[config.mk]
export PLATFORM = sky130hd
export DESIGN_NAME = wb_slave_regfile
export DESIGN_NICKNAME = d
export VERILOG_FILES = /design/src/rtl/wb_slave_pkg.sv /design/src/rtl/wb_regfile.sv /design/src/rtl/wb_slave_regfile.sv
export SDC_FILE = /design/constraint.sdc
export NUM_CORES = 1
export LEC_CHECK = 0
export ABC_AREA = 1
export CAP_MARGIN = 20
export CORE_MARGIN = 2
export CORE_UTILIZATION = 56
export CTS_CLUSTER_SIZE = 24
export DETAILED_ROUTE_END_ITERATION = 12
export HOLD_SLACK_MARGIN = 0.15
export MAX_ROUTING_LAYER = met4
export PLACE_DENSITY = 0.77
export SLEW_MARGIN = 40
export SYNTH_ARGS = -nofsm -noshare
export SYNTH_HDL_FRONTEND = slang
export SYNTH_HIERARCHICAL = 1
export SYNTH_SLANG_ARGS = --single-unit
[constraint.sdc]
create_clock -name clk_i -period 3 [get_ports clk_i]
set_clock_uncertainty 0.2 [all_clocks]
set_input_delay 0.45 -clock clk_i [delete_from_list [all_inputs] [get_ports clk_i]]
set_output_delay 0.45 -clock clk_i [all_outputs]
set_load 0.005 [all_outputs]
[src/rtl/wb_slave_pkg.sv]
// wb_slave_pkg: default sizing and bus word types for the Wishbone register-file slave.
// Latency: n/a (types and constants only).
// Backpressure: n/a.
package wb_slave_pkg;

  localparam int ADDR_WIDTH   = 16;
  localparam int DATA_WIDTH   = 32;
  localparam int GRANULE      = 8;
  localparam int REGISTER_NUM = 16;
  localparam int SEL_WIDTH    = DATA_WIDTH / GRANULE;

  typedef logic [ADDR_WIDTH-1:0] addr_t;
  typedef logic [DATA_WIDTH-1:0] data_t;
  typedef logic [SEL_WIDTH-1:0]  sel_t;

  // Width of a register index; kept at least 1 so a single-register bank still has a port.
  function automatic int idx_width(input int n);
    return (n > 1) ? $clog2(n) : 1;
  endfunction

endpackage

[src/rtl/wb_regfile.sv]
// wb_regfile: REGISTER_NUM x DATA_WIDTH storage, one byte-lane write port, one combinational read port.
// Latency: write commits at the clock edge; read data is combinational from raddr.
// Backpressure: none; a write is taken every cycle we is high.
// Ports: clk/rst (sync, active-low), we/waddr/wsel/wdat write port, raddr/rdat read port.
module wb_regfile
  import wb_slave_pkg::*;
#(
  parameter int DATA_WIDTH   = wb_slave_pkg::DATA_WIDTH,
  parameter int GRANULE      = wb_slave_pkg::GRANULE,
  parameter int REGISTER_NUM = wb_slave_pkg::REGISTER_NUM,
  parameter int SEL_WIDTH    = DATA_WIDTH / GRANULE,
  parameter int IDX_WIDTH    = idx_width(REGISTER_NUM)
) (
  input  logic                  clk,
  input  logic                  rst,
  input  logic                  we,
  input  logic [IDX_WIDTH-1:0]  waddr,
  input  logic [SEL_WIDTH-1:0]  wsel,
  input  logic [DATA_WIDTH-1:0] wdat,
  input  logic [IDX_WIDTH-1:0]  raddr,
  output logic [DATA_WIDTH-1:0] rdat
);

  logic [DATA_WIDTH-1:0] mem [REGISTER_NUM];

  always_ff @(posedge clk) begin
    if (!rst) begin
      for (int i = 0; i < REGISTER_NUM; i++) begin
        mem[i] <= '0;
      end
    end else if (we) begin
      for (int k = 0; k < SEL_WIDTH; k++) begin
        if (wsel[k]) begin
          mem[waddr][k*GRANULE +: GRANULE] <= wdat[k*GRANULE +: GRANULE];
        end
      end
    end
  end

  assign rdat = mem[raddr];

endmodule

[src/rtl/wb_slave_regfile.sv]
// wb_slave_regfile: Wishbone B4 pipelined slave in front of a byte-lane register bank.
// Latency: ack_o/err_o (and read data) one cycle after the accepting edge; one request per cycle.
// Backpressure: stall_o only during and directly after reset; responses are dropped if cyc_i falls.
// Ports: clk_i, rst_i (sync active-low), adr_i/dat_i/sel_i/we_i/stb_i/cyc_i request,
//        dat_o/ack_o/err_o response, stall_o pipeline stall.
module wb_slave_regfile
  import wb_slave_pkg::*;
#(
  parameter int ADDR_WIDTH   = wb_slave_pkg::ADDR_WIDTH,
  parameter int DATA_WIDTH   = wb_slave_pkg::DATA_WIDTH,
  parameter int GRANULE      = wb_slave_pkg::GRANULE,
  parameter int REGISTER_NUM = wb_slave_pkg::REGISTER_NUM,
  localparam int SEL_WIDTH   = DATA_WIDTH / GRANULE
) (
  input  logic                  clk_i,
  input  logic                  rst_i,
  input  logic [ADDR_WIDTH-1:0] adr_i,
  input  logic [DATA_WIDTH-1:0] dat_i,
  output logic [DATA_WIDTH-1:0] dat_o,
  input  logic [SEL_WIDTH-1:0]  sel_i,
  input  logic                  we_i,
  input  logic                  stb_i,
  input  logic                  cyc_i,
  output logic                  ack_o,
  output logic                  err_o,
  output logic                  stall_o
);

  localparam int IDX_WIDTH = idx_width(REGISTER_NUM);
  // One extra bit so REGISTER_NUM == 2**ADDR_WIDTH is still representable.
  localparam logic [ADDR_WIDTH:0] REG_LIMIT = (ADDR_WIDTH+1)'(REGISTER_NUM);

  logic                  stall_q;
  logic                  ack_q;
  logic                  err_q;
  logic [DATA_WIDTH-1:0] dat_q;
  logic                  accept;
  logic                  valid;
  logic [DATA_WIDTH-1:0] lane_mask;
  logic [DATA_WIDTH-1:0] rdat;

  assign accept = cyc_i & stb_i & ~stall_q;
  // Full address is compared, so upper bits never alias onto the bank.
  assign valid  = ({1'b0, adr_i} < REG_LIMIT) && (sel_i != '0);

  always_comb begin
    lane_mask = '0;
    for (int k = 0; k < SEL_WIDTH; k++) begin
      lane_mask[k*GRANULE +: GRANULE] = {GRANULE{sel_i[k]}};
    end
  end

  wb_regfile #(
    .DATA_WIDTH   (DATA_WIDTH),
    .GRANULE      (GRANULE),
    .REGISTER_NUM (REGISTER_NUM),
    .SEL_WIDTH    (SEL_WIDTH),
    .IDX_WIDTH    (IDX_WIDTH)
  ) u_regfile (
    .clk   (clk_i),
    .rst   (rst_i),
    .we    (accept & valid & we_i),
    .waddr (adr_i[IDX_WIDTH-1:0]),
    .wsel  (sel_i),
    .wdat  (dat_i),
    .raddr (adr_i[IDX_WIDTH-1:0]),
    .rdat  (rdat)
  );

  always_ff @(posedge clk_i) begin
    if (!rst_i) begin
      stall_q <= 1'b1;
      ack_q   <= 1'b0;
      err_q   <= 1'b0;
      dat_q   <= '0;
    end else begin
      stall_q <= 1'b0;
      ack_q   <= accept & valid;
      err_q   <= accept & ~valid;
      // Read data is sampled before the same edge's write could land; only reads return data.
      dat_q   <= (accept & valid & ~we_i) ? (rdat & lane_mask) : '0;
    end
  end

  // A master that drops cyc_i abandons the cycle: the pending response never reaches the bus.
  assign ack_o   = ack_q & cyc_i;
  assign err_o   = err_q & cyc_i;
  assign dat_o   = cyc_i ? dat_q : '0;
  assign stall_o = stall_q;

endmodule

[Word-level counts from Yosys, hierarchy flattened]
Memory sizes are Yosys's and may differ from the RTL's.
Cells that the tools add are included.
Cells by class
  order comparisons: 1
  multiplexer cells: 21
  bitwise operators: 12
  reduce and logical (&&, ||, !) cells: 4
Operators with widths (number)
  32-bit 2-to-1 mux: 2
  32-bit bitwise AND: 1
  32-bit OR reduction: 1
  1-bit 2-to-1 mux: 17
  16-bit by 5-bit less-than comparator with 1-bit output, second input constant: 1
  1-bit bitwise AND: 8
  4-bit 2-to-1 mux: 2
  4-bit nonzero test: 1
  1-bit inverter: 3
  2-bit AND reduction: 1
  1-bit logical AND: 1
Storage, ports and cells
  register bits: 35
  RAM bits: 512
  output and inout bits: 35
  word-level logic and storage cells: 43
  memories: 1
Memory list
  u_regfile.mem: words 16, bits a word 32, rd ports 1, clocked after memory_dff 0, write ports 16, RTL line wb_regfile.sv:24  | logic [DATA_WIDTH-1:0] mem [REGISTER_NUM];

[Logic depth before layout (Yosys ltp)]
Gate-level depths: netlist (run 1).
  depth in word-level cells: 9
  mapped depth: 12

[Hierarchy]
Netlist (run 1), hierarchy kept.
Modules (own cells, without submodules)
  wb_regfile: instances 1, cells each 2813, area each 24598.6 µm², seq. area each 15374.7 µm²
  wb_slave_regfile: instances 1, cells each 211, area each 1483.9 µm², seq. area each 700.7 µm²

[Least setup slack after synthesis (run 1)]
No wires, ideal clock.
  kind: input -> register
  start point: in adr_i[6]
  end point: mem u_regfile.mem[0][10] (enable)
  arrival time: 2096 ps
  slack: 375 ps
  cell stages on the path: 12
  path buffers: 1
  path through: inv_1 > nand2_1 > nor2_1 > nand2_2 > nor2_8 > inv_1 > nor3_1 > nand2_2 > nor2_2 > buf_4 > nand2_1 > nand2_1
RTL lines
  start: declaration: RTL line wb_slave_regfile.sv:17  | input logic [ADDR_WIDTH-1:0] adr_i,
  end: declaration: RTL line wb_regfile.sv:24

[Worst setup path in the final report (run 1)]
  start point: in cyc_i
  end point: out dat_o[19]
On the way
  word-level cells in the longest chain between the ends: 1
RTL lines
  start: declaration: RTL line wb_slave_regfile.sv:23  | input logic cyc_i,
  32-bit 2-to-1 mux: RTL line wb_slave_regfile.sv:88  | assign dat_o = cyc_i ? dat_q : '0;
  end: declaration: RTL line wb_slave_regfile.sv:19  | output logic [DATA_WIDTH-1:0] dat_o,
Every way passes these cells.

==> results of run 1 <==
## registers in the layout (all words and copies together), names as in the netlist
signal	cells
err_q	1
u_regfile/mem	512
ack_q	1
stall_o	1
dat_q	32
## worst paths after layout
path                     endpoint  startpoint
max                     dat_o[19]       cyc_i
max reg2reg  u_regfile/mem[1][10]     stall_o
min                     dat_q[26]    adr_i[3]
min reg2reg                 err_q     stall_o
## cell usage after synthesis
| cell | count | area share [%] |
|---|---|---|
| nand2_1 | 850 | 12 |
| nor2_1 | 565 | 8.1 |
| edfxtp_1 | 512 | 59 |
| inv_1 | 504 | 7.3 |
| nand3_1 | 384 | 7.4 |
| clkbuf_1 | 66 | 0.95 |
| buf_2 | 58 | 1.1 |
| dfxtp_1 | 35 | 2.7 |
| buf_1 | 24 | 0.35 |
| inv_2 | 6 | 0.086 |
| buf_4 | 4 | 0.12 |
| nand4_4 | 4 | 0.33 |
| nor2_2 | 4 | 0.096 |
| nor2_4 | 3 | 0.13 |
| nand2_2 | 2 | 0.048 |
| nand3b_4 | 1 | 0.077 |
| nor2_8 | 1 | 0.077 |
| nor3_1 | 1 | 0.019 |
## critical path, cell delays in order
cell and delay [ns]:
clkdlybuf4s50_1 0.52, buf_4 0.40, nand2_1 0.11, inv_1 0.08
clkdlybuf4s50_1 0.49
## what timing repair did
action,CTS,global route
setup buffers,0,0
endpoints found under the hold margin,3,0
hold buffers,1,0
## power by group through the flow
stage	Combinational (uW)	Clock, uW	Sequential (uW)
5_1_grt	1400	6990	8550
2_1_floorplan	794	0	8680
3_5_place_dp	1270	0	8700
3_3_place_gp	1240	0	8700
6_report	1290	6620	8540
4_1_cts	1270	6710	8540
## layout make-up
class	count	area [sq um]
Tap cell	607	759
Clock inverter	27	219
Inverter	510	1920
Sequential cell	547	16100
Multi-Input combinational cell	1815	7430
Fill cell	3643	16200
Antenna cell	2	5.00
Timing Repair Buffer	233	2130
Clock buffer	74	1520
## routing by layer
metal | up-vias | GRT usage, %
met3 | 182 | 4.43
met5 | - | -
met2 | 1077 | 45.7
met1 | 9492 | 37.4
met4 | 0 | 10.7
li1 | 9683 | -
## cell families after synthesis
| logic type | share of synthesized area, % |
|---|---|
| DFF | 61.6 |
| and+or+nand+nor | 28.5 |
| buffers and inverters | 9.86 |
## metrics by stage
step / setup slack, ns / utilization, %
after floorplan: 0.375 / -
after global placement: 0.0268 / 61.2
after detailed placement: -0.0348 / 61.2
after CTS: 0.245 / 65.0
after global routing: 0.149 / 65.0
final: 0.281 / 65.0
==> results.py, run 1 <==
metrics = {
    "outcome": {
        "status": "finished, final reports clean",
    },
    "die": {
        "fp.dieH_microns": 220,
        "placementRows": 79,
        "dieArea_sq_um": 48300,
        "die_w_microns": 220,
        "core_sq_um": 46300,
        "design.portCount": 92,
        "start_util_pct": 56.4,
    },
    "final_layout": {
        "final_common_cell": "nand2_1",
        "stdcell_count": 3815,
        "nets": 3218,
        "fin_area_sq_um": 30100,
        "area_delta_synth_final_pct": 15.3,
        "final_cell_mix": "nand2_1 (850), nor2_1 (565), edfxtp_1 (512)",
        "drive_gt1_share_pct": 7.55,
    },
    "synth": {
        "synth-warning-count": 6,
        "ys_seq_area_share_pct": 61.6,
        "syn-instance-count": 3024,
        "syn-cell-area_sq_um": 26100,
        "syn-num-nets": 3081,
        "synth_cell_types": 18,
        "ys_ff_latch": 547,
        "syn_area_per_cell_sq_um": 8.63,
    },
    "drt": {
        "drc": 0,
        "top_layer": "met4",
        "wl_met2_microns": 31400,
        "antenna_left": 0,
        "drtPass1Iterations": 6,
        "wire_per_inst_microns": 17.5,
        "wl_met1_microns": 26100,
        "vias_per_cell": 5.36,
        "via_count": 20400,
        "drt-initial-drc-count": 2513,
        "wl_microns": 66600,
        "wl_met3_microns": 6860,
    },
    "place": {
        "dpl.hpwl_microns": 43000,
        "dpl.cell_count": 3711,
        "place_area_sq_um": 28300,
        "gp_congestion": 0.942,
        "portBuffers": 91,
    },
    "grt": {
        "grt_pass1_wl_microns": 102000,
        "grt-ovfl-total": 0,
        "antenna_found_initial": 1,
        "grt_util_all_layers_pct": 28.6,
        "grt_max_degree": 165,
        "grt_pass1_vias": 19100,
    },
    "timing": {
        "fin_crit_ns": 2.72,
        "hold_viol": 0,
        "timing.slew.headroom_pct": 42.5,
        "setup_viol_count_final": 0,
        "period_share_pct": 90.6,
        "max_freq_ghz": 0.368,
        "finalMaxSlewViolations": 0,
        "setup_tns_ns": 0,
        "holdWs_ns": 0.367,
        "rsz0062_at_grt": "false",
        "max_slew.worst_pin.slew_ns": 0.861,
    },
    "power": {
        "switching_share_pct": 22.7,
        "powerDensity_nw_per_um2": 547,
        "internal_power_uw": 12700,
        "power_frac_clock_pct": 40.2,
        "p_leak_uw": 0.0139,
        "ir_worst_vdd_v": 0.000333,
        "comb_power_share_pct": 7.9,
        "pwr-share-seq_pct": 51.9,
        "power.net_switching_uw": 3740,
        "total_power_uw": 16500,
    },
    "clock_tree": {
        "htree_levels": 2,
        "cts_resized": 0,
        "clkTransAtPathRegs_ns": 0.06,
        "cts-root-buf": "clkbuf_16",
        "cts_max_path_buffers": 3,
        "clock-sinks": 547,
        "cts_tree": "yes",
        "clock_latency_ns": 0.60,
        "cts_buffers": 54,
    },
    "critical_path": {
        "regToRegSetupSlack_ns": 0.81,
        "r2r_cells": 7,
        "crit_path_start_kind": "primary input",
        "critPathKind": "primary input to output pin",
        "worstSetupEndpointType": "output pin",
        "critPathMaxFanout": 34,
        "crit_required_ns": 2.35,
        "worstPathArrival_ns": 2.07,
    },
    "min_path": {
        "hold_depth": 7,
        "hp-class": "primary input to flip-flop",
    },
    "flow_run": {
        "maxCapViolCount": 0,
    },
}
Note: power is estimated with default switching activity, not from simulation.
==> run 2: changes to the inputs <==
--- a/config.mk
+++ b/config.mk
@@ -12,7 +12,6 @@
 export CTS_CLUSTER_SIZE = 24
 export DETAILED_ROUTE_END_ITERATION = 12
 export HOLD_SLACK_MARGIN = 0.15
-export MAX_ROUTING_LAYER = met4
 export PLACE_DENSITY = 0.77
 export SLEW_MARGIN = 40
 export SYNTH_ARGS = -nofsm -noshare
==> run 2 against run 1 <==
Die area stayed put. Sequential power about the same. Power grew 2.8%. Via count increased by 1.1%. Final cell count barely moved. Register-to-register slack got worse by 0.04 ns. Critical endpoint is now dat_o[12]. Non-clock buffer count grew 2.
==> results.py, run 2 (synthesis gave the netlist of run 1 again) <==
metrics = {
    "final_layout": {
        "stdcell_count": 3816,
        "largestRegisters": "u_regfile/mem (512), dat_q (32)",
        "largest_reg_flops": 512,
        "fin_area_sq_um": 30200,
        "final_common_cell": "nand2_1",
        "antenna_cells": 0,
        "nets": 3221,
        "largest_register": "u_regfile/mem",
        "final_util_pct": 65.3,
        "final_cell_mix": "nand2_1 (850), nor2_1 (565), edfxtp_1 (512)",
        "drive_gt1_share_pct": 8.01,
        "area_delta_synth_final_pct": 15.7,
    },
    "critical_path": {
        "worstPathArrival_ns": 2.06,
        "slowest_delay_ns": 0.52,
        "crit_required_ns": 2.35,
        "path_common_cell": "clkdlybuf4s50_1",
        "timing.rr.end": "u_regfile/mem[8][15]",
        "critPathKind": "primary input to output pin",
        "regToRegSetupSlack_ns": 0.77,
        "worstSetupEndpointType": "output pin",
        "cpMaxStageDelayCell": "clkdlybuf4s50_1",
        "critPathMaxFanout": 34,
        "r2r_start": "stall_o",
        "r2r_cells": 7,
        "crit_path_start_kind": "primary input",
        "crit_end": "dat_o[12]",
        "crit_chain": "clkdlybuf4s50_1 > buf_4 > nand2_1 > inv_1 > clkdlybuf4s50_1",
        "crit_path_start": "cyc_i",
    },
    "drt": {
        "vias_per_cell": 5.42,
        "wl_microns": 67600,
        "drc": 0,
        "antenna_left": 0,
        "wire_per_inst_microns": 17.7,
        "via_count": 20700,
        "drtPass1Iterations": 6,
        "drt-initial-drc-count": 2654,
    },
    "grt": {
        "met2_usage_pct": 46.4,
        "grt_max_degree": 161,
        "grtUsageMet3_pct": 4.47,
        "grt_pass1_vias": 20000,
        "grt_pass1_wl_microns": 104000,
        "grt-busiest-layer": "met2",
        "antenna_found_initial": 2,
        "use_met1_pct": 37.4,
        "grt-ovfl-total": 0,
        "grt_util_all_layers_pct": 28.3,
    },
    "clock_tree": {
        "cts_tree": "yes",
        "htree_levels": 2,
        "clock_latency_ns": 0.60,
        "cts_resized": 0,
        "cts-root-buf": "clkbuf_16",
        "clock-sinks": 547,
        "cts_buffers": 55,
        "cts_max_path_buffers": 3,
        "clkTransAtPathRegs_ns": 0.06,
    },
    "timing": {
        "finalMaxSlewViolations": 0,
        "max_slew.worst_pin.slew_ns": 0.848,
        "hold_viol": 0,
        "fin_crit_ns": 2.71,
        "setup_viol_count_final": 0,
        "period_share_pct": 90.5,
        "holdWs_ns": 0.365,
        "rsz0062_at_grt": "false",
        "max_freq_ghz": 0.369,
        "timing.slew.headroom_pct": 43.4,
    },
    "place": {
        "place_area_sq_um": 28300,
        "dpl.cell_count": 3713,
        "gp_congestion": 0.938,
        "dpl.hpwl_microns": 43300,
        "portBuffers": 91,
    },
    "power": {
        "total_power_uw": 16900,
        "powerDensity_nw_per_um2": 560,
        "p_leak_uw": 0.0139,
        "ir_worst_vdd_v": 0.000415,
    },
    "outcome": {
        "status": "finished, final reports clean",
    },
    "die": {
        "start_util_pct": 56.4,
        "fp.dieH_microns": 220,
        "core_sq_um": 46300,
        "dieArea_sq_um": 48300,
        "design.portCount": 92,
        "placementRows": 79,
        "die_w_microns": 220,
    },
    "min_path": {
        "hp-class": "primary input to flip-flop",
    },
    "flow_run": {
        "maxCapViolCount": 0,
    },
}
## run 2: cell types whose count changed in the layout (fill, tap and decap cells not counted), sizes merged
cell	change
bufinv	+4
clkbuf	-5
buf	+2
diode	-2
clkinvlp	+1
clkinv	+1
## run 2: critical path: cells and delay by family
kind	cells	cell delay [ns]
and+or+nand+nor	1	0.10
buffers and inverters	4	1.49
## run 2: final cells by class
class / count / area, sq um
tap: 607 / 759
multi-input combinational: 1815 / 7430
clock buffer: 69 / 1490
clock inverter: 33 / 373
inverter: 510 / 1920
timing repair buffer: 235 / 2130
sequential: 547 / 16100
fill: 3602 / 16100
## run 2: timing repair
action                    in CTS  in global routing
hold endpoints to repair       3                  0
buffers inserted               0                  0
hold buffers                   1                  0
## run 2: worst min path at each step
stage                     depth (start not counted)  slack, ns      from  endpoint
after global routing                              6       0.39  adr_i[3]  dat_q[8]
after CTS                                         6       0.33  adr_i[3]  dat_q[8]
after detailed placement                          4       0.49   stall_o     err_q
final                                             6       0.36  adr_i[3]  dat_q[8]
after floorplan                                   1       0.36     rst_i   stall_o
after global placement                            4       0.48   stall_o     err_q
## run 2: through the flow
step | setup slack [ns] | TNS [ns]
2_1_floorplan | 0.375 | 0
3_3_place_gp | -0.00212 | -0.0163
3_5_place_dp | -0.0835 | -13.68
4_1_cts | 0.239 | 0
5_1_grt | 0.145 | 0
6_report | 0.286 | 0
## run 2: where the power goes
group          switching [uW]  total (uW)  leakage [uW]  internal [uW]
clock network            2870        7070      0.000925           4200
registers                53.4        8540       0.00578           8490
logic                     938        1300       0.00724            360
total                    3860       16900        0.0139          13100
## run 2: layer usage
| layer | share of wire (%) | vias up | wire (microns) |
|---|---|---|---|
| met2 | 47 | 1182 | 31500 |
| met3 | 11 | 222 | 7330 |
| li1 | - | 9694 | - |
| met5 | 0.040 | - | 27 |
| met4 | 4.2 | 4 | 2830 |
| met1 | 38 | 9563 | 25900 |
==> run 3: changes to the inputs <==
--- a/config.mk
+++ b/config.mk
@@ -13,6 +13,7 @@
 export DETAILED_ROUTE_END_ITERATION = 12
 export HOLD_SLACK_MARGIN = 0.15
 export PLACE_DENSITY = 0.77
+export SETUP_SLACK_MARGIN = 0.3
 export SLEW_MARGIN = 40
 export SYNTH_ARGS = -nofsm -noshare
 export SYNTH_HDL_FRONTEND = slang
==> run 3 against run 2 <==
Hold slack better by 0.0044 ns. Combinational power about the same. Sequential share of layout area about the same. Global-route usage unchanged. Power about the same. Clock power about the same. Critical path type unchanged.
==> results.py, run 3 (synthesis gave the netlist of run 1 again) <==
metrics = {
    "outcome": {
        "status": "finished, final reports clean",
    },
    "die": {
        "placementRows": 79,
        "dieArea_sq_um": 48300,
        "start_util_pct": 56.4,
        "core_sq_um": 46300,
        "design.portCount": 92,
        "die_w_microns": 220,
        "fp.dieH_microns": 220,
    },
    "final_layout": {
        "antenna_cells": 0,
        "largest_register": "u_regfile/mem",
        "nFillCells": 3599,
        "drive_gt1_share_pct": 8.07,
        "multi_input_area_sq_um": 7440,
        "final_common_cell": "nand2_1",
        "area_delta_synth_final_pct": 15.8,
        "regArea_sq_um": 16100,
        "final_util_pct": 65.3,
        "largestRegisters": "u_regfile/mem (512), dat_q (32)",
        "nets": 3221,
        "largest_reg_flops": 512,
        "stdcell_count": 3816,
        "final_cell_mix": "nand2_1 (848), nor2_1 (565), edfxtp_1 (512)",
    },
    "clock_tree": {
        "htree_levels": 2,
        "cts-root-buf": "clkbuf_16",
        "clock_latency_ns": 0.60,
        "cts_max_path_buffers": 3,
        "cts_tree": "yes",
        "clock-sinks": 547,
        "clkTransAtPathRegs_ns": 0.06,
        "cts_buffers": 55,
    },
    "critical_path": {
        "worstPathArrival_ns": 1.93,
        "crit_required_ns": 2.35,
        "crit_path_start_kind": "primary input",
        "worstSetupEndpointType": "output pin",
        "critPathMaxFanout": 34,
        "critPathKind": "primary input to output pin",
    },
    "place": {
        "dpl.hpwl_microns": 43300,
        "pre_cts_ws_ns": -0.0835,
        "dpl.cell_count": 3713,
        "gp_congestion": 0.938,
        "portBuffers": 91,
    },
    "timing": {
        "setup_tns_ns": 0,
        "setup_viol_count_final": 0,
        "max_freq_ghz": 0.388,
        "fin_crit_ns": 2.58,
        "hold_viol": 0,
        "worst_slack_ns": 0.422,
        "timing.slew.headroom_pct": 41.1,
        "max_slew.worst_pin.slew_ns": 0.882,
        "rsz0062_at_grt": "false",
        "period_share_pct": 85.9,
        "finalMaxSlewViolations": 0,
    },
    "grt": {
        "grt_util_all_layers_pct": 28.3,
        "grt_pass1_wl_microns": 104000,
        "antenna_found_initial": 2,
        "grt_pass1_vias": 20000,
        "grt_max_degree": 161,
        "grt-ovfl-total": 0,
    },
    "power": {
        "powerDensity_nw_per_um2": 560,
        "ir_worst_vdd_v": 0.000414,
        "p_leak_uw": 0.0139,
        "total_power_uw": 16900,
    },
    "flow_run": {
        "maxCapViolCount": 0,
    },
    "drt": {
        "vias_per_cell": 5.42,
        "wire_per_inst_microns": 17.7,
        "via_count": 20700,
        "drtPass1Iterations": 7,
        "antenna_left": 0,
        "wl_microns": 67700,
        "drc": 0,
        "drt-initial-drc-count": 2669,
    },
    "min_path": {
        "hp-class": "primary input to flip-flop",
    },
}
==> run 3: cell types whose count changed in the layout (fill, tap and decap cells not counted) <==
cell and change:
nand2_1 -2, nand2_2 +2, buf_12 +1, buf_4 -1
==> run 3: cell type report <==
type                    instances  share of cell area, %
clock inverters                33                   1.23
well taps                     607                   2.51
flip-flops and latches        547                   53.2
repair buffers                235                   7.10
clock buffers                  69                   4.94
inverters                     510                   6.36
multi-input cells            1815                   24.6
==> run 3: report_power, final <==
group	total [uW]	switching (uW)	leakage [uW]	internal, uW
combinational	1300	941	0.00724	362
sequential	8540	53.3	0.00578	8490
clock	7080	2870	0.000925	4200
==> run 3: final timing paths <==
check                 from                    to  slack [ns]  cells past startpoint
setup reg to reg   stall_o  u_regfile/mem[8][15]        0.77                      7
hold / removal    adr_i[1]             dat_q[31]        0.37                      7
hold reg to reg    stall_o                 err_q        0.49                      4
setup / recovery     cyc_i              dat_o[1]        0.42                      5
==> run 3: routing by layer <==
| layer | wire (microns) | vias to the layer above | part of all wire [%] | global-route usage [%] |
|---|---|---|---|---|
| li1 | - | 9686 | - | - |
| met1 | 26100 | 9580 | 38 | 37.4 |
| met2 | 31500 | 1170 | 47 | 46.4 |
| met3 | 7270 | 224 | 11 | 4.47 |
| met4 | 2850 | 4 | 4.2 | 12.8 |
| met5 | 27 | - | 0.040 | 0 |
==> run 3: timing repair <==
item | in CTS | in global routing
hold buffers | 1 | 0
hold endpoints to repair | 3 | 0
setup endpoints to repair | 34 | 36
resized for setup | 1 | 5
buffers inserted | 0 | 0
==> run 3: worst max-delay path: stages <==
cell and delay, ns:
clkdlybuf4s50_1 0.58, buf_12 0.25, nand2_1 0.08, inv_1 0.07, clkdlybuf4s50_1 0.49
==> run 3: stage by stage <==
step                cell area, sq um  hold WS [ns]
global placement               28300         0.476
global route                   30200         0.392
CTS                            30200         0.330
finish                         30200         0.369
detailed placement             28300         0.490
floorplan                      26100         0.359
